**src/rtl/vga_timing_pkg.sv**
```systemverilog
// Shared timing sets, RGB565 colours and controller state encoding for the
// video timing controller.
package vga_timing_pkg;

    localparam int CNT_W         = 12;
    localparam int CNT_MAX_TOTAL = 4096;

    typedef struct packed {
        int h_sync;
        int h_back;
        int h_valid;
        int h_front;
        int v_sync;
        int v_back;
        int v_valid;
        int v_front;
    } timing_t;

    localparam timing_t TIMING_1080P60 = '{
        h_sync: 44, h_back: 148, h_valid: 1920, h_front: 88,
        v_sync: 5,  v_back: 36,  v_valid: 1080, v_front: 4
    };

    localparam timing_t TIMING_720P60 = '{
        h_sync: 40, h_back: 220, h_valid: 1280, h_front: 110,
        v_sync: 5,  v_back: 20,  v_valid: 720,  v_front: 5
    };

    localparam logic [15:0] RGB565_BLACK = 16'h0000;
    localparam logic [15:0] RGB565_WHITE = 16'hFFFF;
    localparam logic [15:0] RGB565_RED   = 16'hF800;
    localparam logic [15:0] RGB565_GREEN = 16'h07E0;
    localparam logic [15:0] RGB565_BLUE  = 16'h001F;

    typedef enum logic [1:0] {
        ST_IDLE  = 2'd0,
        ST_RUN   = 2'd1,
        ST_DRAIN = 2'd2
    } state_t;

    function automatic logic in_window(input int cnt, input int lo, input int len);
        return (cnt >= lo) && (cnt < lo + len);
    endfunction

endpackage

```
**src/rtl/vga_timing_ctrl_counter.sv**
```systemverilog
// Horizontal/vertical position counter pair; flags the last pixel of a frame.
module vga_hv_counter
    import vga_timing_pkg::*;
#(
    parameter int H_TOTAL = 2200,
    parameter int V_TOTAL = 1125
) (
    input  logic             clk,
    input  logic             rst_n,
    input  logic             clear,
    input  logic             run,
    output logic [CNT_W-1:0] h_cnt,
    output logic [CNT_W-1:0] v_cnt,
    output logic             frame_last
);

    localparam logic [CNT_W-1:0] H_MAX = CNT_W'(H_TOTAL - 1);
    localparam logic [CNT_W-1:0] V_MAX = CNT_W'(V_TOTAL - 1);

    always_ff @(posedge clk or negedge rst_n) begin
        if (!rst_n) begin
            h_cnt <= '0;
            v_cnt <= '0;
        end else if (clear) begin
            h_cnt <= '0;
            v_cnt <= '0;
        end else if (run) begin
            if (h_cnt == H_MAX) begin
                h_cnt <= '0;
                v_cnt <= (v_cnt == V_MAX) ? '0 : v_cnt + 1'b1;
            end else begin
                h_cnt <= h_cnt + 1'b1;
            end
        end
    end

    assign frame_last = (h_cnt == H_MAX) && (v_cnt == V_MAX);

endmodule

```
**src/rtl/vga_timing_ctrl.sv**
```systemverilog
// Video timing controller: frame sequencing FSM, stage-0 pixel request decode
// and a two-stage pipeline aligning sync/de with the returned pixel data.
//
// state | meaning
// IDLE  | counters held at 0, no requests, pipeline drains to inactive levels
// RUN   | frames generated back to back while en_i is high
// DRAIN | en_i dropped; current frame finishes, then IDLE (or RUN if re-enabled)
module vga_timing_ctrl
    import vga_timing_pkg::*;
#(
    parameter int H_SYNC   = TIMING_1080P60.h_sync,
    parameter int H_BACK   = TIMING_1080P60.h_back,
    parameter int H_VALID  = TIMING_1080P60.h_valid,
    parameter int H_FRONT  = TIMING_1080P60.h_front,
    parameter int V_SYNC   = TIMING_1080P60.v_sync,
    parameter int V_BACK   = TIMING_1080P60.v_back,
    parameter int V_VALID  = TIMING_1080P60.v_valid,
    parameter int V_FRONT  = TIMING_1080P60.v_front,
    parameter bit SYNC_POL = 1'b1
) (
    input  logic             sys_clk_i,
    input  logic             rst_n_i,
    input  logic             en_i,
    input  logic [15:0]      pix_data_i,
    output logic             pix_req_o,
    output logic [CNT_W-1:0] pix_x_o,
    output logic [CNT_W-1:0] pix_y_o,
    output logic             hsync_o,
    output logic             vsync_o,
    output logic             de_o,
    output logic [15:0]      rgb_o,
    output logic             frame_start_o,
    output logic             busy_o
);

    localparam int H_TOTAL = H_SYNC + H_BACK + H_VALID + H_FRONT;
    localparam int V_TOTAL = V_SYNC + V_BACK + V_VALID + V_FRONT;
    localparam int H_OFF   = H_SYNC + H_BACK;
    localparam int V_OFF   = V_SYNC + V_BACK;

    if (H_TOTAL > CNT_MAX_TOTAL || V_TOTAL > CNT_MAX_TOTAL) begin : g_size_check
        $error("vga_timing_ctrl: H_TOTAL/V_TOTAL exceed 12-bit counter range");
    end

    state_t           state;
    state_t           state_nxt;
    logic             running;
    logic [CNT_W-1:0] h_cnt;
    logic [CNT_W-1:0] v_cnt;
    logic             frame_last;

    assign running = (state != ST_IDLE);

    vga_hv_counter #(
        .H_TOTAL(H_TOTAL),
        .V_TOTAL(V_TOTAL)
    ) u_hv_counter (
        .clk       (sys_clk_i),
        .rst_n     (rst_n_i),
        .clear     (~running),
        .run       (running),
        .h_cnt     (h_cnt),
        .v_cnt     (v_cnt),
        .frame_last(frame_last)
    );

    always_ff @(posedge sys_clk_i or negedge rst_n_i) begin
        if (!rst_n_i) state <= ST_IDLE;
        else          state <= state_nxt;
    end

    // Dropping enable on the very last pixel already completes the frame.
    always_comb begin
        state_nxt = state;
        case (state)
            ST_IDLE:  if (en_i) state_nxt = ST_RUN;
            ST_RUN:   if (!en_i) state_nxt = frame_last ? ST_IDLE : ST_DRAIN;
            ST_DRAIN: begin
                if (en_i)            state_nxt = ST_RUN;
                else if (frame_last) state_nxt = ST_IDLE;
            end
            default:  state_nxt = ST_IDLE;
        endcase
    end

    logic h_act;
    logic v_act;
    logic hs_s0;
    logic vs_s0;
    logic fs_s0;

    assign h_act  = in_window(int'(h_cnt), H_OFF, H_VALID);
    assign v_act  = in_window(int'(v_cnt), V_OFF, V_VALID);
    assign hs_s0  = running & (h_cnt < CNT_W'(H_SYNC));
    assign vs_s0  = running & (v_cnt < CNT_W'(V_SYNC));
    assign fs_s0  = running & (h_cnt == '0) & (v_cnt == '0);

    assign pix_req_o = running & h_act & v_act;
    assign pix_x_o   = pix_req_o ? h_cnt - CNT_W'(H_OFF) : '0;
    assign pix_y_o   = pix_req_o ? v_cnt - CNT_W'(V_OFF) : '0;

    logic hs_s1;
    logic vs_s1;
    logic de_s1;
    logic fs_s1;

    always_ff @(posedge sys_clk_i or negedge rst_n_i) begin
        if (!rst_n_i) begin
            hs_s1 <= 1'b0;
            vs_s1 <= 1'b0;
            de_s1 <= 1'b0;
            fs_s1 <= 1'b0;
        end else begin
            hs_s1 <= hs_s0;
            vs_s1 <= vs_s0;
            de_s1 <= pix_req_o;
            fs_s1 <= fs_s0;
        end
    end

    // Pixel data arrives during stage 1, so stage 2 lines it up with de.
    always_ff @(posedge sys_clk_i or negedge rst_n_i) begin
        if (!rst_n_i) begin
            hsync_o       <= ~SYNC_POL;
            vsync_o       <= ~SYNC_POL;
            de_o          <= 1'b0;
            rgb_o         <= '0;
            frame_start_o <= 1'b0;
            busy_o        <= 1'b0;
        end else begin
            hsync_o       <= hs_s1 ? SYNC_POL : ~SYNC_POL;
            vsync_o       <= vs_s1 ? SYNC_POL : ~SYNC_POL;
            de_o          <= de_s1;
            rgb_o         <= de_s1 ? pix_data_i : '0;
            frame_start_o <= fs_s1;
            busy_o        <= (state_nxt != ST_IDLE);
        end
    end

endmodule

```
**config.mk**
```make
export PLATFORM = sky130hd
export DESIGN_NAME = vga_timing_ctrl
export DESIGN_NICKNAME = d
export VERILOG_FILES = /design/src/rtl/vga_timing_pkg.sv /design/src/rtl/vga_timing_ctrl_counter.sv /design/src/rtl/vga_timing_ctrl.sv
export SDC_FILE = /design/constraint.sdc
export NUM_CORES = 1
export LEC_CHECK = 0
export BUFFER_PORTS_ARGS = -buffer_cell sky130_fd_sc_hd__buf_2
export CELL_PAD_IN_SITES_DETAIL_PLACEMENT = 0
export CELL_PAD_IN_SITES_GLOBAL_PLACEMENT = 1
export CORE_ASPECT_RATIO = 0.7
export CORE_MARGIN = 5
export CORE_UTILIZATION = 45
export CTS_BUF_LIST = sky130_fd_sc_hd__clkbuf_4 sky130_fd_sc_hd__clkbuf_8
export CTS_CLUSTER_DIAMETER = 30
export CTS_CLUSTER_SIZE = 14
export DETAILED_ROUTE_END_ITERATION = 6
export PLACE_DENSITY = 0.91
export SLEW_MARGIN = 0
export SYNTH_ARGS = -nofsm -noshare
export SYNTH_HDL_FRONTEND = slang
export SYNTH_SLANG_ARGS = --single-unit
export TNS_END_PERCENT = 30
```
**constraint.sdc**
```tcl
create_clock -name sys_clk_i -period 3.75 [get_ports sys_clk_i]
set_clock_uncertainty 0.2 [all_clocks]
set_input_delay 0.5625 -clock sys_clk_i [delete_from_list [all_inputs] [get_ports sys_clk_i]]
set_output_delay 0.5625 -clock sys_clk_i [all_outputs]
set_load 0.02 [all_outputs]
```
# Word level (Yosys, flattened, before mapping)
# Index checks and enable logic that the tools add are counted.
[totals] out_inout_bits=46 in_bits=19 word_cells=58 regBits=51
[classes] eq_ne=5 n_addsub=4 muxes=16 n_reduce_logical=8 bitwise_logic=6 n_lt_le_gt_ge=6
[ops] operator="$mux 12" count=7
[ops] operator="$add 12x1->12 const B" count=2
[ops] operator="$logic_not 12->1" count=2
[ops] operator="$mux 16" count=1
[ops] operator="$eq 12x11->1 const B" count=1
[ops] operator="$eq 12x12->1 const B" count=1
[ops] operator="$ge 12x6->1 const B" count=1
[ops] operator="$ge 12x8->1 const B" count=1
[ops] operator="$lt 12x11->1 const B" count=1
[ops] operator="$lt 12x12->1 const B" count=1
[ops] operator="$lt 12x3->1 const B" count=1
[ops] operator="$lt 12x6->1 const B" count=1
[ops] operator="$sub 12x6->12 const B" count=1
[ops] operator="$sub 12x8->12 const B" count=1
[ops] operator="$mux 2" count=5
[ops] operator="$and 1x1->1" count=6
[ops] operator="$pmux 2 s3" count=1
[ops] operator="$reduce_bool 2->1" count=2
[ops] operator="$logic_and 1x1->1" count=3
[ops] operator="$eq 2x1->1 const B" count=1
[ops] operator="$eq 2x2->1 const B" count=1
[ops] operator="$logic_not 2->1" count=1
[ops] operator="$mux 1" count=2
[ops] operator="$ne 2x1->1 const B" count=1

# Logic depth before layout (Yosys ltp)
[logic_depth] depth_word=6 depth_mapped=8 depth_no_buf=7

# Cells and area by module
# Synthesis repeated with hierarchy kept, for this count alone.
[unflattened] hier_cells=314 area_unflattened_um2=2886.5
[by_module_without_submodules] module="vga_hv_counter" cells_each=161 instances=1 area_per_inst_um2=1452.6
[by_module_without_submodules] module="vga_timing_ctrl" cells_each=153 instances=1 area_per_inst_um2=1433.9

# Worst setup path before layout
# Ideal clock, no wire load.
[synth_path] kind="reg2out" from="register u_hv_counter.v_cnt[7]" to="output pix_x_o[10]" path_stages_with_launch=8 setup_slack_ps=793 arrival_time_ps=2195 cell_sequence="dfrtp_1 -> clkbuf_1 -> nor3_1 -> nand2_1 -> a221o_1 -> a2111o_1 -> clkbuf_1 -> nor2_1"
[synth_via] elab_chain_cells=4 word_cells_on_any_way=5 classes_between="order compare: 2; mux: 1; bitwise: 1; reduce/logical: 1"
[synth_lines] item="start: declaration" line="vga_timing_ctrl_counter.sv:13" rtl="output logic [CNT_W-1:0] v_cnt,"
[synth_lines] item="start signal: assignment" line="vga_timing_ctrl_counter.sv:30" rtl="v_cnt <= (v_cnt == V_MAX) ? '0 : v_cnt + 1'b1;"
[synth_lines] item="$ge 12x6->1 or $lt 12x11->1 (tied branches)" line="vga_timing_pkg.sv:42" rtl="return (cnt >= lo) && (cnt < lo + len);"
[synth_lines] item="$logic_and 1x1->1 (*)" line="vga_timing_pkg.sv:42"
[synth_lines] item="$and 1x1->1 (*)" line="vga_timing_ctrl.sv:98" rtl="assign pix_req_o = running & h_act & v_act;"
[synth_lines] item="$mux 12 (*)" line="vga_timing_ctrl.sv:99" rtl="assign pix_x_o = pix_req_o ? h_cnt - CNT_W'(H_OFF) : '0;"
[synth_lines] item="end: declaration" line="vga_timing_ctrl.sv:26" rtl="output logic [CNT_W-1:0] pix_x_o,"
# Mark *: on every way between the ends. The rest lies on a longest branch, timed or not.

# Worst setup path in the final report
[layout_path] from="register u_hv_counter.v_cnt[0]" to="output pix_y_o[5]"
[layout_via] elab_chain_cells=4 word_cells_on_any_way=6 classes_between="add/sub: 1; order compare: 2; mux: 1; bitwise: 1; reduce/logical: 1"
[layout_lines] item="$ge 12x6->1 or $lt 12x11->1 (tied branches)" line="vga_timing_pkg.sv:42"
[layout_lines] item="$logic_and 1x1->1" line="vga_timing_pkg.sv:42"
[layout_lines] item="$and 1x1->1" line="vga_timing_ctrl.sv:98"
[layout_lines] item="$mux 12 (*)" line="vga_timing_ctrl.sv:100" rtl="assign pix_y_o = pix_req_o ? v_cnt - CNT_W'(V_OFF) : '0;"
[layout_lines] item="end: declaration" line="vga_timing_ctrl.sv:27" rtl="output logic [CNT_W-1:0] pix_y_o,"
# Marks and branches as above.

==> metrics.csv <==
metric,value,unit
fp.dieArea,0.00760,mm^2
clkLatencyLatePin,300,ps
hold_violations,0,
yosysWarnings,0,
synth-main-ff-cell,dfrtp_1,
wl,5990,um
cp.arrival,2680,ps
start_util,46.4,%
slew_viol_final,0,
grt_usage,17.4,%
yosysSeqAreaShare,47.8,%
syn_avg_cell_area,9.27,um^2
grt_pass1_wl,10300,um
dr_wl_met2,2480,um
num-fill-cells,542,
io_pins,65,
power_density,324,mW/mm^2
drt_iter0_markers,117,
critPathRequiredTime,2990,ps
cts.hold.buffers_added,0,
slew-limit-headroom,22.7,%
cts_root_buf,clkbuf_8,
diodes,0,
crit_path_start_kind,flip-flop,
ys_types,45,
endpoint_kind,output pin,
cpPeakStageDelay,710,ps
maxCapViolations,0,
critPathBufInv,2,
met3WireLength,468,um
tns,0,ps
synth_area_leader_cell,dfrtp_1,
die_h,74.4,um
worstMarginPinSlew,1150,ps
core,0.00576,mm^2
fin_crit,3440,ps
antenna_found_initial,0,
fin_util,54.3,%
h-tree-depth,2,
via_count,2183,
setup_viol,0,
die_w,102,um
numPortBuffers,64,
p_leak,0.00163,uW
postCtsResizedCells,0,
grt_max_degree,28,
register_area,0.00128,mm^2
timing.rr.start,u_hv_counter.h_cnt[9]$_DFF_PN0_,
cts_setup_buffers,0,
rsz0062_at_grt,false,
final_nets,372,
syn_inst,288,
cts_tree,done,
hold_path_class,in -> async,
syn-cell-area,0.00267,mm^2
async_flop_share,100,%
cpLargestDelayFamily,compound AO/OA/AOI/OAI gates,
crit_type,reg -> out,
top_layer,met4,
crit_fanout,25,
rows,23,
synth.most_common_cell,dfrtp_1,
cts_made_buffers,5,
ant_nets,0,
cts_sinks,51,
synth-edff-count,0,
drc_errors,0,
path_cells,inv_1 -> ha_1 -> nand2b_1 -> o311ai_0 -> a2111o_2 -> nor3_1 -> buf_2,
path_clk_slew,100,ps
startpoint,u_hv_counter.v_cnt[0]$_DFFE_PN0P_,
area_growth,17.1,%
grt_pass1_vias,2054,
avgViaCountPerCell,5.20,
dp_hpwl,4460,um
peakVddDrop,229,uV
min_period_over_period,91.8,%
slowest_stage,a2111o_2,
synth_area_leaders,"dfrtp_1 48%, nor2_1 6.7%, xnor2_1 4.3%",
holdWs,52.4,ps
max_freq,0.291,GHz
grt.overflow.total,0,
routedLengthMet1,2970,um
drt-pass1-iter-count,4,
synth_top_area_share,47.8,%
wl_per_cell,14.3,um
ys_top_cells_by_count,"51 x dfrtp_1, 48 x nor2_1, 18 x inv_1",
synth-seq-cells,51,
drive_gt1_share,24.6,%
place_congestion,0.884,
cts_max_path_buffers,2,
synth_nets,316,
ff2ff_setup_slack,940,ps
status,finished clean,
multi_input_area,0.00125,mm^2
-- flip-flops by register name, summed over array words and instances, names as in the netlist --
name                flops
busy_o                  1
de_o                    1
de_s1                   1
frame_start_o           1
fs_s1                   1
hs_s1                   1
hsync_o                 1
rgb_o                  16
state                   2
u_hv_counter.h_cnt     12
u_hv_counter.v_cnt     12
vs_s1                   1
vsync_o                 1
-- metal layers --
metal | track usage, % | vias to the layer above
li1 | - | 1078
met1 | 25.8 | 1026
met2 | 24.9 | 70
met3 | 4.87 | 9
met4 | 5.24 | 0
met5 | 0 | -
-- logic make-up (layout without fill, tap and decap cells) --
kind of cell	count (synthesis)	count (layout)	share of synthesized area [%]
and+or+nand+nor	135	135	25.9
DFF	51	51	47.8
buffers and inverters	36	93	5.53
AOI/OAI and AO/OA	30	30	7.59
xor gates and xnor gates	25	25	8.20
adders and majority gates	9	9	4.22
muxes	2	2	0.797
-- cells in the final DEF (no fill, tap or decap), types with 2 or more instances in the layout --
master,n
buf_2,64
dfrtp_1,51
nor2_1,48
inv_1,18
nand2_1,16
and2_1,16
xnor2_1,13
xor2_1,12
nor3_1,11
nand3_1,9
ha_1,9
nand4_1,8
a21oi_1,8
nor4_1,6
o21ai_0,6
clkbuf_8,5
a31oi_1,4
or4_1,3
nand2b_1,3
buf_4,3
or2_2,2
a211oi_1,2
o311ai_0,2
nor2b_1,2
and3_1,2
-- final timing paths --
| kind | cells past startpoint | end |
|---|---|---|
| worst max-delay path | 7 | pix_y_o[5] |
| worst min-delay path | 1 | de_o$_DFF_PN0_ |
| worst max register to register | 5 | u_hv_counter.v_cnt[7]$_DFFE_PN0P_ |
| worst min register to register | 0 | frame_start_o$_DFF_PN0_ |
| max in group asynchronous | 2 | u_hv_counter.v_cnt[1]$_DFFE_PN0P_ |
| min in group sys_clk_i | 0 | frame_start_o$_DFF_PN0_ |
-- power breakdown --
part | internal, uW | switching (uW) | total [uW]
clock | 135 | 190 | 325
sequential | 572 | 18.6 | 590
combinational | 35.4 | 62.6 | 98.0
total | 742 | 271 | 1010
-- worst reg2reg max path: stages (launching register included) --
cell and delay, ps:
dfrtp_1 480, or3_1 480, o41ai_2 1060, nand4_1 220, xor2_1 190, nor2_1 50
-- through the flow --
step                      cell area [um^2]  total power (uW)  worst slack [ps]  cells
final                                 3130              1010               308    420
after floorplan                       2670               653               793    288
after CTS                             3120              1030              96.8    420
after global placement                3030               697               525    412
after global routing                  3130              1070              18.9    420
after detailed placement              3030               700               454    412
-- layout make-up --
cell class	count	share of cell area [%]
repair buffers	67	11.0
multi-input cells	201	40.1
clock inverters	3	0.761
well taps	75	3.00
flip-flops and latches	51	40.8
inverters	18	2.16
clock buffers	5	2.20
Power figures use the tool's default switching activity.
